[src/rtl/sstv_vis_if.sv]
// Bundle of the detector's data-path signals: tone estimate and abort input
// towards the detector, calibration/VIS results back to the frame decoder.
interface sstv_vis_if;
    logic        frame_active;
    logic [11:0] freq;
    logic        cal_active;
    logic        cal_ok;
    logic        vis_valid;
    logic [6:0]  vis_code;
    logic        vis_err;

    modport master (
        output frame_active, freq,
        input  cal_active, cal_ok, vis_valid, vis_code, vis_err
    );

    modport slave (
        input  frame_active, freq,
        output cal_active, cal_ok, vis_valid, vis_code, vis_err
    );
endinterface

[src/rtl/sstv_vis_detect.sv]
// SSTV header detector: leader/break/leader calibration with tolerance windows,
// followed by an 8-bit (7 data + even parity) VIS code decode sampled mid-bit.
module sstv_vis_detect #(
    parameter int TICKS_PER_MS  = 100_000,
    parameter int FREQ_TOL      = 25,
    parameter int LEADER_MIN_MS = 250,
    parameter int BREAK_MIN_MS  = 5,
    parameter int BREAK_MAX_MS  = 20,
    parameter int BIT_MS        = 30,
    parameter int VIS_EN        = 1
) (
    input  logic      clk,
    input  logic      reset,
    sstv_vis_if.slave bus
);
    localparam logic [31:0] LT   = 32'(LEADER_MIN_MS * TICKS_PER_MS);
    localparam logic [31:0] BMIN = 32'(BREAK_MIN_MS * TICKS_PER_MS);
    localparam logic [31:0] BMAX = 32'(BREAK_MAX_MS * TICKS_PER_MS);
    localparam logic [31:0] BT   = 32'(BIT_MS * TICKS_PER_MS);
    localparam logic [31:0] HB   = BT / 32'd2;

    localparam logic [2:0] S_IDLE     = 3'd0;
    localparam logic [2:0] S_LEADER_A = 3'd1;
    localparam logic [2:0] S_BREAK    = 3'd2;
    localparam logic [2:0] S_LEADER_B = 3'd3;
    localparam logic [2:0] S_START    = 3'd4;
    localparam logic [2:0] S_DATA     = 3'd5;
    localparam logic [2:0] S_STOP     = 3'd6;

    // Tone centres, index 0..3 = 1900, 1200, 1100 (bit 1), 1300 (bit 0).
    localparam logic [51:0] TONES = {13'd1300, 13'd1100, 13'd1200, 13'd1900};

    logic [12:0] freq_ext;
    logic [3:0]  match;
    logic        m_1900, m_1200, m_1100, m_1300;

    assign freq_ext = {1'b0, bus.freq};

    genvar gi;
    generate
        for (gi = 0; gi < 4; gi++) begin : g_tone
            localparam logic [12:0] CENTER = TONES[gi*13 +: 13];
            assign match[gi] = (freq_ext >= CENTER - 13'(FREQ_TOL)) &&
                               (freq_ext <= CENTER + 13'(FREQ_TOL));
        end
    endgenerate

    assign m_1900 = match[0];
    assign m_1200 = match[1];
    assign m_1100 = match[2];
    assign m_1300 = match[3];

    logic [2:0]  state_reg, state_next;
    logic [31:0] cnt_reg, cnt_next, cnt_inc;
    logic [2:0]  bit_idx_reg, bit_idx_next;
    logic [7:0]  shift_reg, shift_next;
    logic        cal_active_reg;
    logic        cal_ok_reg, cal_ok_next;
    logic [6:0]  code_reg, code_next;
    logic        valid_reg, valid_next;
    logic        err_reg, err_next;

    assign cnt_inc = (&cnt_reg) ? cnt_reg : cnt_reg + 32'd1;

    always_comb begin
        state_next   = state_reg;
        cnt_next     = cnt_reg;
        bit_idx_next = bit_idx_reg;
        shift_next   = shift_reg;
        cal_ok_next  = cal_ok_reg;
        code_next    = code_reg;
        valid_next   = 1'b0;
        err_next     = 1'b0;

        case (state_reg)
            S_IDLE: begin
                if (m_1900 && !bus.frame_active) begin
                    state_next  = S_LEADER_A;
                    cal_ok_next = 1'b0;
                end
            end
            S_LEADER_A: begin
                if (m_1900)                    cnt_next   = cnt_inc;
                else if (m_1200 && cnt_reg >= LT) state_next = S_BREAK;
                else                           state_next = S_IDLE;
            end
            S_BREAK: begin
                if (m_1200) begin
                    cnt_next = cnt_inc;
                    if (cnt_inc >= BMAX) state_next = S_IDLE;
                end else if (m_1900 && cnt_reg >= BMIN) begin
                    state_next = S_LEADER_B;
                end else begin
                    state_next = S_IDLE;
                end
            end
            S_LEADER_B: begin
                if (m_1900) begin
                    cnt_next = cnt_inc;
                end else begin
                    state_next = S_IDLE;
                    if (cnt_reg >= LT) begin
                        if (VIS_EN != 0) begin
                            if (m_1200) begin
                                state_next  = S_START;
                                cal_ok_next = 1'b1;
                            end
                        end else begin
                            cal_ok_next = 1'b1;
                        end
                    end
                end
            end
            S_START: begin
                cnt_next = cnt_inc;
                if (cnt_reg == HB && !m_1200) begin
                    err_next   = 1'b1;
                    state_next = S_IDLE;
                end else if (cnt_reg == BT) begin
                    state_next   = S_DATA;
                    bit_idx_next = 3'd0;
                end
            end
            S_DATA: begin
                cnt_next = cnt_inc;
                if (cnt_reg == HB) begin
                    // LSB arrives first, so shifting in at the top leaves bit 0 at [0].
                    if (m_1100)      shift_next = {1'b1, shift_reg[7:1]};
                    else if (m_1300) shift_next = {1'b0, shift_reg[7:1]};
                    else begin
                        err_next   = 1'b1;
                        state_next = S_IDLE;
                    end
                end else if (cnt_reg == BT) begin
                    if (bit_idx_reg == 3'd7) begin
                        state_next = S_STOP;
                    end else begin
                        bit_idx_next = bit_idx_reg + 3'd1;
                        cnt_next     = 32'd1;
                    end
                end
            end
            S_STOP: begin
                cnt_next = cnt_inc;
                if (cnt_reg == HB) begin
                    state_next = S_IDLE;
                    if (m_1200 && !(^shift_reg)) begin
                        valid_next = 1'b1;
                        code_next  = shift_reg[6:0];
                    end else begin
                        err_next = 1'b1;
                    end
                end
            end
            default: state_next = S_IDLE;
        endcase

        // The frame decoder owning the channel overrides everything silently.
        if (state_reg != S_IDLE && bus.frame_active) begin
            state_next  = S_IDLE;
            valid_next  = 1'b0;
            err_next    = 1'b0;
            cal_ok_next = cal_ok_reg;
            code_next   = code_reg;
        end

        if (state_next != state_reg) cnt_next = 32'd1;
    end

    always_ff @(posedge clk) begin
        if (reset) begin
            state_reg      <= S_IDLE;
            cnt_reg        <= 32'd1;
            bit_idx_reg    <= 3'd0;
            shift_reg      <= 8'd0;
            cal_active_reg <= 1'b0;
            cal_ok_reg     <= 1'b0;
            code_reg       <= 7'd0;
            valid_reg      <= 1'b0;
            err_reg        <= 1'b0;
        end else begin
            state_reg      <= state_next;
            cnt_reg        <= cnt_next;
            bit_idx_reg    <= bit_idx_next;
            shift_reg      <= shift_next;
            cal_active_reg <= (state_next != S_IDLE);
            cal_ok_reg     <= cal_ok_next;
            code_reg       <= code_next;
            valid_reg      <= valid_next;
            err_reg        <= err_next;
        end
    end

    assign bus.cal_active = cal_active_reg;
    assign bus.cal_ok     = cal_ok_reg;
    assign bus.vis_valid  = valid_reg;
    assign bus.vis_code   = code_reg;
    assign bus.vis_err    = err_reg;
endmodule

[src/flat_wrapper.sv]
// flat-port wrapper written by rule: the top's interface ports become plain ports
module sstv_vis_detect_flat 
#(
    parameter int TICKS_PER_MS  = 100_000,
    parameter int FREQ_TOL      = 25,
    parameter int LEADER_MIN_MS = 250,
    parameter int BREAK_MIN_MS  = 5,
    parameter int BREAK_MAX_MS  = 20,
    parameter int BIT_MS        = 30,
    parameter int VIS_EN        = 1
)
  (clk, reset, bus_frame_active, bus_freq, bus_cal_active, bus_cal_ok, bus_vis_valid, bus_vis_code, bus_vis_err);
  sstv_vis_if bus_i ();
  input  logic clk;
  input  logic reset;
  input wire logic [$bits(bus_i.frame_active)-1:0] bus_frame_active;
  input wire logic [$bits(bus_i.freq)-1:0] bus_freq;
  output wire logic [$bits(bus_i.cal_active)-1:0] bus_cal_active;
  output wire logic [$bits(bus_i.cal_ok)-1:0] bus_cal_ok;
  output wire logic [$bits(bus_i.vis_valid)-1:0] bus_vis_valid;
  output wire logic [$bits(bus_i.vis_code)-1:0] bus_vis_code;
  output wire logic [$bits(bus_i.vis_err)-1:0] bus_vis_err;
  assign bus_i.frame_active = bus_frame_active;
  assign bus_i.freq = bus_freq;
  assign bus_cal_active = bus_i.cal_active;
  assign bus_cal_ok = bus_i.cal_ok;
  assign bus_vis_valid = bus_i.vis_valid;
  assign bus_vis_code = bus_i.vis_code;
  assign bus_vis_err = bus_i.vis_err;
  sstv_vis_detect #(.TICKS_PER_MS(TICKS_PER_MS), .FREQ_TOL(FREQ_TOL), .LEADER_MIN_MS(LEADER_MIN_MS), .BREAK_MIN_MS(BREAK_MIN_MS), .BREAK_MAX_MS(BREAK_MAX_MS), .BIT_MS(BIT_MS), .VIS_EN(VIS_EN)) u_core (.clk(clk), .reset(reset), .bus(bus_i));
endmodule
[config.mk]
export PLATFORM = sky130hd
export DESIGN_NAME = sstv_vis_detect_flat
export DESIGN_NICKNAME = d
export VERILOG_FILES = /design/src/rtl/sstv_vis_if.sv /design/src/rtl/sstv_vis_detect.sv /design/src/flat_wrapper.sv
export SDC_FILE = /design/constraint.sdc
export NUM_CORES = 1
export LEC_CHECK = 0
export ABC_AREA = 1
export CAP_MARGIN = 20
export CORE_MARGIN = 8
export CORE_UTILIZATION = 47
export DETAILED_ROUTE_END_ITERATION = 12
export PLACE_DENSITY = 0.65
export SYNTH_ARGS = -nofsm -noshare
export SYNTH_HDL_FRONTEND = slang
export SYNTH_SLANG_ARGS = --single-unit
[constraint.sdc]
create_clock -name clk -period 4.85 [get_ports clk]
set_input_delay 0.485 -clock clk [delete_from_list [all_inputs] [get_ports clk]]
set_output_delay 0.485 -clock clk [all_outputs]
set_load 0.02 [all_outputs]
==> impl_metrics.yaml <==
synthesis:
  synth-edff-count: 0
  synth_area_leaders: "dfxtp_1 25%, nand2_1 15%, nor2_1 8.2%, inv_1 8.1%, nor3_2 6.5%"
  netlist_instances: 757
  syn_nets: 776
  ys_ff_latch: 57
  yosys.area.top_type_share_pct: 24.6
  yosys_warnings: 0
  synth_cell_types: 42
  synth_area_mm2: 0.00463
  seq_area_frac_synth_pct: 24.6
  syn_avg_cell_area_um2: 6.12
  synth_ff_type: "dfxtp_1"
  yosys.area.top_type: "dfxtp_1"
  synthArstFlopShare_pct: 0
route:
  dr_wl_met3_um: 927
  via_per_inst: 5.50
  met2WireLength_mm: 6.63
  drt_iter0_markers: 432
  vias: 5009
  wl_mm: 14.1
  top_layer_used: "met4"
  ant_nets: 0
  drc: 0
  met1_length_mm: 6.05
  wl_per_cell_um: 15.5
  first_pass_iters: 6
floorplanning:
  start_util_pct: 47.8
  die_h_um: 115
  die_width_um: 115
  num_rows: 36
  dieArea_mm2: 0.0133
  core_mm2: 0.00968
  pin_count: 26
setup_path:
  cp-end-kind: "register"
  crit_fanout: 32
  cp_common_cell: "nand2_2"
  crit_chain: "ha_1 -> nand2_2 -> nor2_4 -> nand2_2 -> nor2_4 -> nand2_4 -> inv_2 -> nor2_1 -> nand2_1 -> nor2_1 -> nand2_1 -> nor2_2 -> nand3_1 -> nand2_1 -> nand2_1 -> nand2_2 -> nand2_2 -> nand2_2 -> nand2_2 -> nor2_1 -> nand2_1"
  timing_worst_setup_path_type: "reg2reg"
  crit_path_start_kind: "register"
  crit_path_top_delay_cell: "nand2_2"
  max_stage_delay_ns: 0.75
  crit_arrival_ns: 3.94
  critical_path_required_ns: 5.14
clock_network:
  htreeDepth: 3
  clkSlewWorstSetupHoldPaths_ns: 0.07
  cts.sinks: 57
  postCtsSetupRepairBufs: 0
  hold_buffers: 0
  clkLatencyLatePin_ns: 0.36
  clockBufferDepth: 2
  cts_resized: 0
  numCtsBuffers: 9
  cts_tree: "done"
  root_buffer: "clkbuf_8"
sta:
  maxSlewViolCount: 0
  fin_crit_sh_pct: 75.3
  setup_ws_ns: 1.20
  setup_viol: 0
  finalHoldViolCount: 0
  fin_tns_setup_ns: 0
  rsz0062_at_grt: "false"
  whs_ns: 0.474
  clock.fmax_mhz: 274
  period_needed_ns: 3.65
  relSlewSlack_pct: 30.7
  tightest_slew_ns: 1.04
  fin_skew_ns: 0.0162
pwr:
  peakVddDrop_v: 0.000162
  p_sw_share_pct: 24.9
  pwr-share-seq_pct: 45.1
  p_comb_share_pct: 4.5
  power.density_mw_per_mm2: 201
  p_int_mw: 0.779
  p_leak_nw: 1.91
  power.total_mw: 1.04
  p_sw_mw: 0.258
  clkPwrFrac_pct: 50.3
layout:
  layout-drive-gt1-share_pct: 11.1
  stdcell_area_mm2: 0.00515
  syn_to_final_growth_pct: 11.1
  final-seq-area_mm2: 0.00114
  final_cell_count_no_fill: 910
  final_nets: 791
  multi_input_area_mm2: 0.00293
  largest_register_ffs: 32
  nFillCells: 1020
  insertedDiodeCount: 0
  finish.utilization_pct: 53.1
placement:
  gp_congestion: 0.950
  dp_cells: 894
  numPortBuffers: 25
  place_ws_ns: 1.25
  dpl_cell_area_mm2: 0.00492
  dp_hpwl_mm: 10.6
global_route:
  grt_usage_pct: 22.4
  grt_pass1_wl_mm: 23.7
  grt_max_degree: 33
  overflow: 0
  grt_pass1_vias: 4843
  antenna_found_initial: 0
hold_path:
  min-delay-path-class: "reg2reg"
run_status:
  status: "complete, no violations"
job:
  cap_violations: 0
layout by cell type, fill, tap and decap left out, drive strengths merged:
master | netlist | final
xor2 | 10 | 10
o22ai | 3 | 3
nor3 | 49 | 49
nor2 | 117 | 117
a211oi | 14 | 14
clkbuf | 11 | 9
a31o | 2 | 2
a21boi | 2 | 2
a31oi | 4 | 4
a21oi | 19 | 19
o211ai | 2 | 2
buf | 14 | 4
o31ai | 1 | 1
nand2 | 196 | 196
nand3 | 61 | 61
o2111ai | 1 | 1
clkdlybuf4s50 | 0 | 25
dfxtp | 57 | 57
xnor2 | 7 | 7
a22oi | 5 | 5
nand4 | 20 | 20
clkinvlp | 0 | 2
bufinv | 0 | 2
ha | 4 | 4
nor4 | 8 | 8
inv | 105 | 107
a21o | 2 | 2
o21ai | 37 | 37
clkinv | 2 | 3
nand3b | 1 | 1
a221oi | 2 | 2
nor3b | 1 | 1
power groups by stage:
stage | logic [mW] | registers (mW) | clock network (mW)
2_1_floorplan | 0.0278 | 0.479 | 0
3_3_place_gp | 0.0472 | 0.479 | 0
3_5_place_dp | 0.0471 | 0.479 | 0
4_1_cts | 0.0472 | 0.468 | 0.529
5_1_grt | 0.0520 | 0.468 | 0.558
6_report | 0.0471 | 0.468 | 0.522
layout make-up:
class,instances,area share (%)
multi-input combinational,568,57.0
sequential,57,22.2
inverter,107,7.80
timing repair buffer,29,5.45
tap,133,3.23
clock buffer,9,2.41
clock inverter,7,1.97
cells in the mapped netlist (2+ instances only):
master and number:
nand2_1 186, nor2_1 101, inv_1 100, nand3_1 59, dfxtp_1 57, o21ai_0 34, nor3_2 30, nand4_1 20
a21oi_1 19, nor3_1 19, a211oi_1 14, nor2_2 14, clkbuf_1 11, xor2_1 10, nand2_2 9, buf_6 7
nor4_1 7, xnor2_1 7, a22oi_1 5, inv_2 5, a31oi_1 4, buf_2 4, ha_1 4, o21ai_1 3
o22ai_1 3, a21boi_0 2, a21o_1 2, a221oi_1 2, a31o_2 2, buf_4 2, clkinv_1 2, nor2_4 2
o211ai_1 2
path summary, 6_finish.rpt:
| path | startpoint | endpoint | slack, ns | cells after the start |
|---|---|---|---|---|
| worst max-delay path | u_core.cnt_reg[0]$_SDFFE_PP1P_ | u_core.cnt_reg[0]$_SDFFE_PP1P_ | 1.20 | 21 |
| worst max register to register | u_core.cnt_reg[0]$_SDFFE_PP1P_ | u_core.cnt_reg[0]$_SDFFE_PP1P_ | 1.20 | 21 |
| worst min-delay path | u_core.bit_idx_reg[2]$_SDFFE_PP0P_ | u_core.bit_idx_reg[2]$_SDFFE_PP0P_ | 0.47 | 2 |
| worst min register to register | u_core.bit_idx_reg[2]$_SDFFE_PP0P_ | u_core.bit_idx_reg[2]$_SDFFE_PP0P_ | 0.47 | 2 |
worst max-delay path: cells and delay by family (launching register included):
kind,cells,cell delay [ns]
adder cells (fa/ha/maj),1,0.29
buffers and inverters,1,0.26
flip-flops,1,0.50
AND/OR/NAND/NOR,19,2.51
logic make-up (layout without fill, tap and decap cells):
| group | count (synthesis) | after routing | share of synthesized area (%) |
|---|---|---|---|
| buffers and inverters | 132 | 152 | 12.1 |
| XOR/XNOR | 17 | 17 | 3.21 |
| AO/OA/AOI/OAI | 94 | 94 | 12.2 |
| adder cells (fa/ha/maj) | 4 | 4 | 1.08 |
| AND/OR/NAND/NOR | 453 | 453 | 46.8 |
| flip-flops | 57 | 57 | 24.6 |
routing by layer:
| layer | vias to the layer above | GRT usage [%] |
|---|---|---|
| li1 | 2503 | - |
| met2 | 211 | 37.4 |
| met1 | 2252 | 27.1 |
| met3 | 43 | 4.67 |
| met4 | 0 | 10.1 |
| met5 | - | 0 |
Power figures use the tool's default switching activity.
